`config.mk`:
```
export PLATFORM = sky130hd
export DESIGN_NAME = write_port_arbiter_flat
export DESIGN_NICKNAME = d
export VERILOG_FILES = /design/src/rtl/write_port_arbiter_if.sv /design/src/rtl/write_port_arbiter.sv /design/src/flat_wrapper.sv
export SDC_FILE = /design/constraint.sdc
export NUM_CORES = 1
export LEC_CHECK = 0
export ABC_CLOCK_PERIOD_IN_PS = 4100
export CORE_ASPECT_RATIO = 0.8
export CORE_MARGIN = 10
export CORE_UTILIZATION = 45
export CTS_BUF_LIST = sky130_fd_sc_hd__clkbuf_4
export CTS_CLUSTER_SIZE = 14
export DETAILED_ROUTE_END_ITERATION = 8
export PLACE_DENSITY = 0.88
export REMOVE_ABC_BUFFERS = 1
export SYNTH_ARGS = -nofsm -noshare
export SYNTH_HDL_FRONTEND = slang
export SYNTH_SLANG_ARGS = --single-unit
```
`constraint.sdc`:
```
create_clock -name clk -period 4.1 [get_ports clk]
set_clock_uncertainty 0.15 [all_clocks]
set_input_delay 0.615 -clock clk [delete_from_list [all_inputs] [get_ports clk]]
set_output_delay 0.615 -clock clk [all_outputs]
set_load 0.02 [all_outputs]
```
`src/rtl/write_port_arbiter_if.sv`:
```
// Requester handshakes and the shared memory write port of write_port_arbiter.
// master: requester/writer side; slave: the arbiter.
interface write_port_arbiter_if #(
  parameter int DATA_W = 32,
  parameter int ADDR_W = 32
);
  logic              req0;
  logic [DATA_W-1:0] data0;
  logic              ack0;
  logic              req1;
  logic [DATA_W-1:0] data1;
  logic              ack1;
  logic [DATA_W-1:0] data;
  logic [ADDR_W-1:0] address;
  logic              enable;
  logic              busy;
  logic              wrap0;
  logic              wrap1;

  modport master (
    output req0, data0, req1, data1,
    input  ack0, ack1, data, address, enable, busy, wrap0, wrap1
  );

  modport slave (
    input  req0, data0, req1, data1,
    output ack0, ack1, data, address, enable, busy, wrap0, wrap1
  );
endinterface

```
`src/rtl/write_port_arbiter.sv`:
```
// Two-requester arbiter for the single memory write port, one circular region per requester.
// Define WPA_ROUND_ROBIN_EN for round-robin arbitration; otherwise requester 0 has fixed priority.
module write_port_arbiter #(
  parameter int DATA_W = 32,
  parameter int ADDR_W = 32,
  parameter int BASE0  = 0,
  parameter int BASE1  = 256,
  parameter int DEPTH  = 16
) (
  input logic                  clk,
  input logic                  reset,
  write_port_arbiter_if.slave  bus
);

  localparam int PTR_W = $clog2(DEPTH);
  localparam logic [ADDR_W-1:0] BASE0_A = ADDR_W'(BASE0);
  localparam logic [ADDR_W-1:0] BASE1_A = ADDR_W'(BASE1);

  typedef enum logic [1:0] {IDLE, WRITE, ACK} state_t;

  state_t            state, state_n;
  logic [PTR_W-1:0]  ptr0, ptr0_n, ptr1, ptr1_n;
  logic              gnt, gnt_n;
  logic              win;
  logic [DATA_W-1:0] data_q, data_n;
  logic [ADDR_W-1:0] addr_q, addr_n;
  logic              en_q, en_n;
  logic              ack0_q, ack0_n, ack1_q, ack1_n;
  logic              wrap0_q, wrap0_n, wrap1_q, wrap1_n;
  logic              busy_q, busy_n;

`ifdef WPA_ROUND_ROBIN_EN
  logic last, last_n;

  // On a tie the requester not granted most recently wins.
  always_comb win = (bus.req0 && bus.req1) ? ~last : bus.req1;

  always_ff @(posedge clk or posedge reset) begin
    if (reset) last <= 1'b1;
    else       last <= last_n;
  end

  always_comb begin
    last_n = last;
    if (state == IDLE && (bus.req0 || bus.req1)) last_n = win;
  end
`else
  always_comb win = ~bus.req0;
`endif

  always_ff @(posedge clk or posedge reset) begin
    if (reset) begin
      state   <= IDLE;
      ptr0    <= '0;
      ptr1    <= '0;
      gnt     <= 1'b0;
      data_q  <= '0;
      addr_q  <= '0;
      en_q    <= 1'b0;
      ack0_q  <= 1'b0;
      ack1_q  <= 1'b0;
      wrap0_q <= 1'b0;
      wrap1_q <= 1'b0;
      busy_q  <= 1'b0;
    end else begin
      state   <= state_n;
      ptr0    <= ptr0_n;
      ptr1    <= ptr1_n;
      gnt     <= gnt_n;
      data_q  <= data_n;
      addr_q  <= addr_n;
      en_q    <= en_n;
      ack0_q  <= ack0_n;
      ack1_q  <= ack1_n;
      wrap0_q <= wrap0_n;
      wrap1_q <= wrap1_n;
      busy_q  <= busy_n;
    end
  end

  // Outputs are computed for the state being entered so every port is registered.
  always_comb begin
    state_n = state;
    ptr0_n  = ptr0;
    ptr1_n  = ptr1;
    gnt_n   = gnt;
    data_n  = data_q;
    addr_n  = addr_q;
    en_n    = 1'b0;
    ack0_n  = 1'b0;
    ack1_n  = 1'b0;
    wrap0_n = 1'b0;
    wrap1_n = 1'b0;
    busy_n  = 1'b0;
    case (state)
      IDLE: begin
        if (bus.req0 || bus.req1) begin
          state_n = WRITE;
          gnt_n   = win;
          en_n    = 1'b1;
          busy_n  = 1'b1;
          if (win) begin
            data_n = bus.data1;
            addr_n = BASE1_A + ADDR_W'(ptr1);
          end else begin
            data_n = bus.data0;
            addr_n = BASE0_A + ADDR_W'(ptr0);
          end
        end
      end
      WRITE: begin
        state_n = ACK;
        busy_n  = 1'b1;
        if (gnt) begin
          ack1_n  = 1'b1;
          wrap1_n = (ptr1 == '1);
          ptr1_n  = ptr1 + PTR_W'(1);
        end else begin
          ack0_n  = 1'b1;
          wrap0_n = (ptr0 == '1);
          ptr0_n  = ptr0 + PTR_W'(1);
        end
      end
      ACK:     state_n = IDLE;
      default: state_n = IDLE;
    endcase
  end

  assign bus.data    = data_q;
  assign bus.address = addr_q;
  assign bus.enable  = en_q;
  assign bus.ack0    = ack0_q;
  assign bus.ack1    = ack1_q;
  assign bus.wrap0   = wrap0_q;
  assign bus.wrap1   = wrap1_q;
  assign bus.busy    = busy_q;

endmodule

```
`src/flat_wrapper.sv`:
```
// flat-port wrapper written by rule: the top's interface ports become plain ports
module write_port_arbiter_flat 
#(
  parameter int DATA_W = 32,
  parameter int ADDR_W = 32,
  parameter int BASE0  = 0,
  parameter int BASE1  = 256,
  parameter int DEPTH  = 16
)
  (clk, reset, bus_req0, bus_data0, bus_req1, bus_data1, bus_ack0, bus_ack1, bus_data, bus_address, bus_enable, bus_busy, bus_wrap0, bus_wrap1);
  write_port_arbiter_if #(.DATA_W(DATA_W), .ADDR_W(ADDR_W)) bus_i ();
  input logic clk;
  input logic reset;
  input wire logic [$bits(bus_i.req0)-1:0] bus_req0;
  input wire logic [$bits(bus_i.data0)-1:0] bus_data0;
  input wire logic [$bits(bus_i.req1)-1:0] bus_req1;
  input wire logic [$bits(bus_i.data1)-1:0] bus_data1;
  output wire logic [$bits(bus_i.ack0)-1:0] bus_ack0;
  output wire logic [$bits(bus_i.ack1)-1:0] bus_ack1;
  output wire logic [$bits(bus_i.data)-1:0] bus_data;
  output wire logic [$bits(bus_i.address)-1:0] bus_address;
  output wire logic [$bits(bus_i.enable)-1:0] bus_enable;
  output wire logic [$bits(bus_i.busy)-1:0] bus_busy;
  output wire logic [$bits(bus_i.wrap0)-1:0] bus_wrap0;
  output wire logic [$bits(bus_i.wrap1)-1:0] bus_wrap1;
  assign bus_i.req0 = bus_req0;
  assign bus_i.data0 = bus_data0;
  assign bus_i.req1 = bus_req1;
  assign bus_i.data1 = bus_data1;
  assign bus_ack0 = bus_i.ack0;
  assign bus_ack1 = bus_i.ack1;
  assign bus_data = bus_i.data;
  assign bus_address = bus_i.address;
  assign bus_enable = bus_i.enable;
  assign bus_busy = bus_i.busy;
  assign bus_wrap0 = bus_i.wrap0;
  assign bus_wrap1 = bus_i.wrap1;
  write_port_arbiter #(.DATA_W(DATA_W), .ADDR_W(ADDR_W), .BASE0(BASE0), .BASE1(BASE1), .DEPTH(DEPTH)) u_core (.clk(clk), .reset(reset), .bus(bus_i));
endmodule
```
==> summary.md <==
| Metric | Value |
|---|---|
| Max_cap viols | 0 |
| P_leak | ~1.7 nW |
| Initial Utilization | 0.467 |
| Critical Path Sink Type | flip-flop |
| Critical Path Fanout Max | 20 |
| Final setup fails | 0 |
| Post-Synthesis Cells | 191 |
| Post-DP HPWL | 5380 um |
| Synth-to-Final Area Change | 37.9% |
| Sequential fraction of the synthesis area | 0.478 |
| Drt pass-1 iters | 6 |
| Buffers & Inverters on Critical Path | 2 |
| CP required | 4.22 ns |
| Final period util | 0.570 |
| Final core occ | 0.644 |
| Post-DR wirelength/cell | approximately 18 um |
| Final worst setup slack | around 1.8 ns |
| Std cell rows | 25 |
| Non-Filler Instances | 381 |
| Seq cells post-synth | 53 |
| Class of the worst hold path | flip-flop to flip-flop |
| Die X | 108 um |
| Drt drc | 0 |
| CP max-delay cell | o21a_2 |
| DRT iter0 DRCs | 53 |
| Port bufs | 110 |
| Post-CTS resize count | 0 |
| Outcome | completed |
| Worst-Margin Slew | ~1.1 ns |
| Final Hold Vio Count | 0 |
| Antenna-violating nets left | 0 |
| Nets | 369 |
| Die height | 90.3 um |
| First-pass GRT wire length | 10,800 um |
| Yosys cell types | 25 |
| Share of layout cells above drive strength 1 | 0.277 |
| Root Buffer | clkbuf_4 |
| Worst path cell trace | clkdlybuf4s50_1, o21a_2, buf_4, mux2_4 |
| Worst skew pair latency | 0.37 ns |
| Vias in the first global route | roughly 2.0k |
| Number of inserted diodes | 0 |
| Worst-case clock buffer depth | 2 |
| Core box area | 5940 um^2 |
| DP Area | 3770 um^2 |
| Sink Count | 53 |
| CTS tree | built |
| H-tree Lvls | 2 |
| Fin. max-slew vios | 0 |
| Setup TNS Final | 0 ns |
| CP top delay family | buffers and inverters |
| Die area | 9730 um^2 |
| Gr usage total | 0.137 |
| Critical Path AT | 2.45 ns |
| Final wirelength | 6770 um |
| Fmax | 428 MHz |
| Largest net degree at the start of global routing | 54 |
| Via count | 1,737 |
| Post-Syn Area per Cell | 14.5 um^2 |
| Place WS | 1.34 ns |
| Number of antenna violations at the first check in global routing | 0 |
| Max transition margin | 0.279 |
| Synthesized area | 2780 um^2 |
| CP max stage delay | 0.53 ns |
| CTS Hold Buffers Added | 0 |
| DR vias/cell | 4.56 |
| Fill cell count | 458 |
| Clk pin slew, worst setup/hold paths | 0.15 ns |
| Power per cell area | 686 nW/um^2 |
| Ports | roughly 140 |
| Setup bufs post-CTS | 0 |
| CP Class | primary input to flip-flop |
| Num CTS Buffers | 5 |
| Cells after DPL | 373 |
| Tmin final | 2.34 ns |
| Yosys warns | 0 |
| Peak VDD IR | between 300 and 400 uV |
| GRT overflow | 0 |
| Routability congestion estimate | 0.732 |
| Critical path startpoint category | primary input |
| Post-Layout Inst Area | approximately 3800 um^2 |
| RSZ-0062 raised after global routing | no |
## path summary, 6_finish.rpt
path / startpoint / endpoint / slack [ns] / cells after the start
setup / recovery: bus_req1 / u_core.bus.data[3]$_DFFE_PP0P_ / 1.76 / 4
hold / removal: u_core.ptr0[3]$_DFFE_PP0P_ / u_core.ptr0[3]$_DFFE_PP0P_ / 0.37 / 1
setup reg to reg: u_core.state[0]$_DFFE_PP0P_ / u_core.bus.data[3]$_DFFE_PP0P_ / 1.90 / 4
max in group asynchronous: reset / u_core.bus.data[12]$_DFFE_PP0P_ / 2.46 / 2
hold reg to reg: u_core.ptr0[3]$_DFFE_PP0P_ / u_core.ptr0[3]$_DFFE_PP0P_ / 0.37 / 1
min in group asynchronous: reset / u_core.bus.data[21]$_DFFE_PP0P_ / 0.66 / 2
## layer usage
metal	share of wire	vias to the layer above	GRT usage	wire length, um
met5	0	-	0	0
met4	0.0078	0	0.0289	53
met3	0.11	4	0.0656	723
met2	0.45	86	0.215	3050
met1	0.43	828	0.167	2940
li1	-	819	-	-
## report_power, final
group          switching (W)  internal (W)
logic               0.000631      0.000819
clock network       0.000163     0.0000684
registers           0.000171      0.000776
## flip-flops by register name, summed over array words and instances, names as in the netlist
name and flops:
u_core.bus.address 5, u_core.bus.ack1 1, u_core.bus.enable 1, u_core.ptr1 4
u_core.ptr0 4, u_core.bus.data 32, u_core.bus.wrap0 1, u_core.state 2
u_core.bus.busy 1, u_core.bus.wrap1 1, u_core.bus.ack0 1
## through the flow
stage | total power (W) | hold slack (ns)
after detailed placement | 0.00243 | 0.343
after CTS | 0.00267 | 0.370
after floorplan | 0.00181 | 0.304
final | 0.00263 | 0.371
after global placement | 0.00238 | 0.337
after global routing | 0.00279 | 0.396
## area by class of cell
class                   count  area [um^2]  area share
flip-flops and latches     53         1330       0.346
multi-input cells         126         1230       0.320
repair buffers            112         1110       0.290
well taps                  81          101      0.0265
clock buffers               5         37.5     0.00980
clock inverters             3         22.5     0.00588
inverters                   1         3.75    0.000980
## cell usage after synthesis
cell type / count / area, um^2
nor3b_2: 1 / 12.5
mux2_1: 6 / 67.6
xor2_1: 2 / 17.5
nor2_1: 2 / 7.51
mux2_4: 29 / 435
and3b_1: 1 / 8.76
buf_12: 3 / 60.1
clkbuf_1: 1 / 3.75
a21oi_1: 2 / 10.0
nand2_1: 3 / 11.3
xnor2_1: 4 / 35.0
buf_6: 3 / 33.8
buf_2: 2 / 10.0
nor3_1: 1 / 5.00
o21a_1: 2 / 15.0
mux2_2: 39 / 439
and4_1: 1 / 8.76
and2b_1: 1 / 7.51
nand4_1: 2 / 12.5
conb_1: 1 / 3.75
nor2_2: 1 / 6.26
inv_1: 1 / 3.75
dfrtp_1: 53 / 1330
buf_4: 28 / 210
ha_1: 2 / 25.0
## cell usage in the layout, fill, tap and decap left out
master,count
o21a_2,1
clkinv_4,2
nor3b_2,1
buf_4,2
nand4_1,2
nor2_2,1
nor2_1,2
ha_1,2
inv_2,1
buf_2,1
nor3_1,1
and3b_1,1
and4_1,1
nand2_1,3
xor2_1,2
dfrtp_1,53
mux2_2,39
mux2_1,6
and2b_1,1
clkbuf_4,5
xnor2_1,4
clkinv_2,1
mux2_4,29
conb_1,27
o21a_1,1
clkdlybuf4s50_1,109
a21oi_1,2
## kinds of logic (layout without fill, tap and decap cells)
family | Yosys count | after routing | synth area share
AO/OA/AOI/OAI | 4 | 4 | 0.00901
XOR/XNOR | 6 | 6 | 0.0189
adder cells (fa/ha/maj) | 2 | 2 | 0.00901
buffers and inverters | 38 | 121 | 0.116
flip-flops | 53 | 53 | 0.478
multiplexers | 74 | 74 | 0.339
other | 1 | 27 | 0.00135
AND/OR/NAND/NOR | 13 | 13 | 0.0288
No activity file was read; power rests on OpenSTA's default activity.
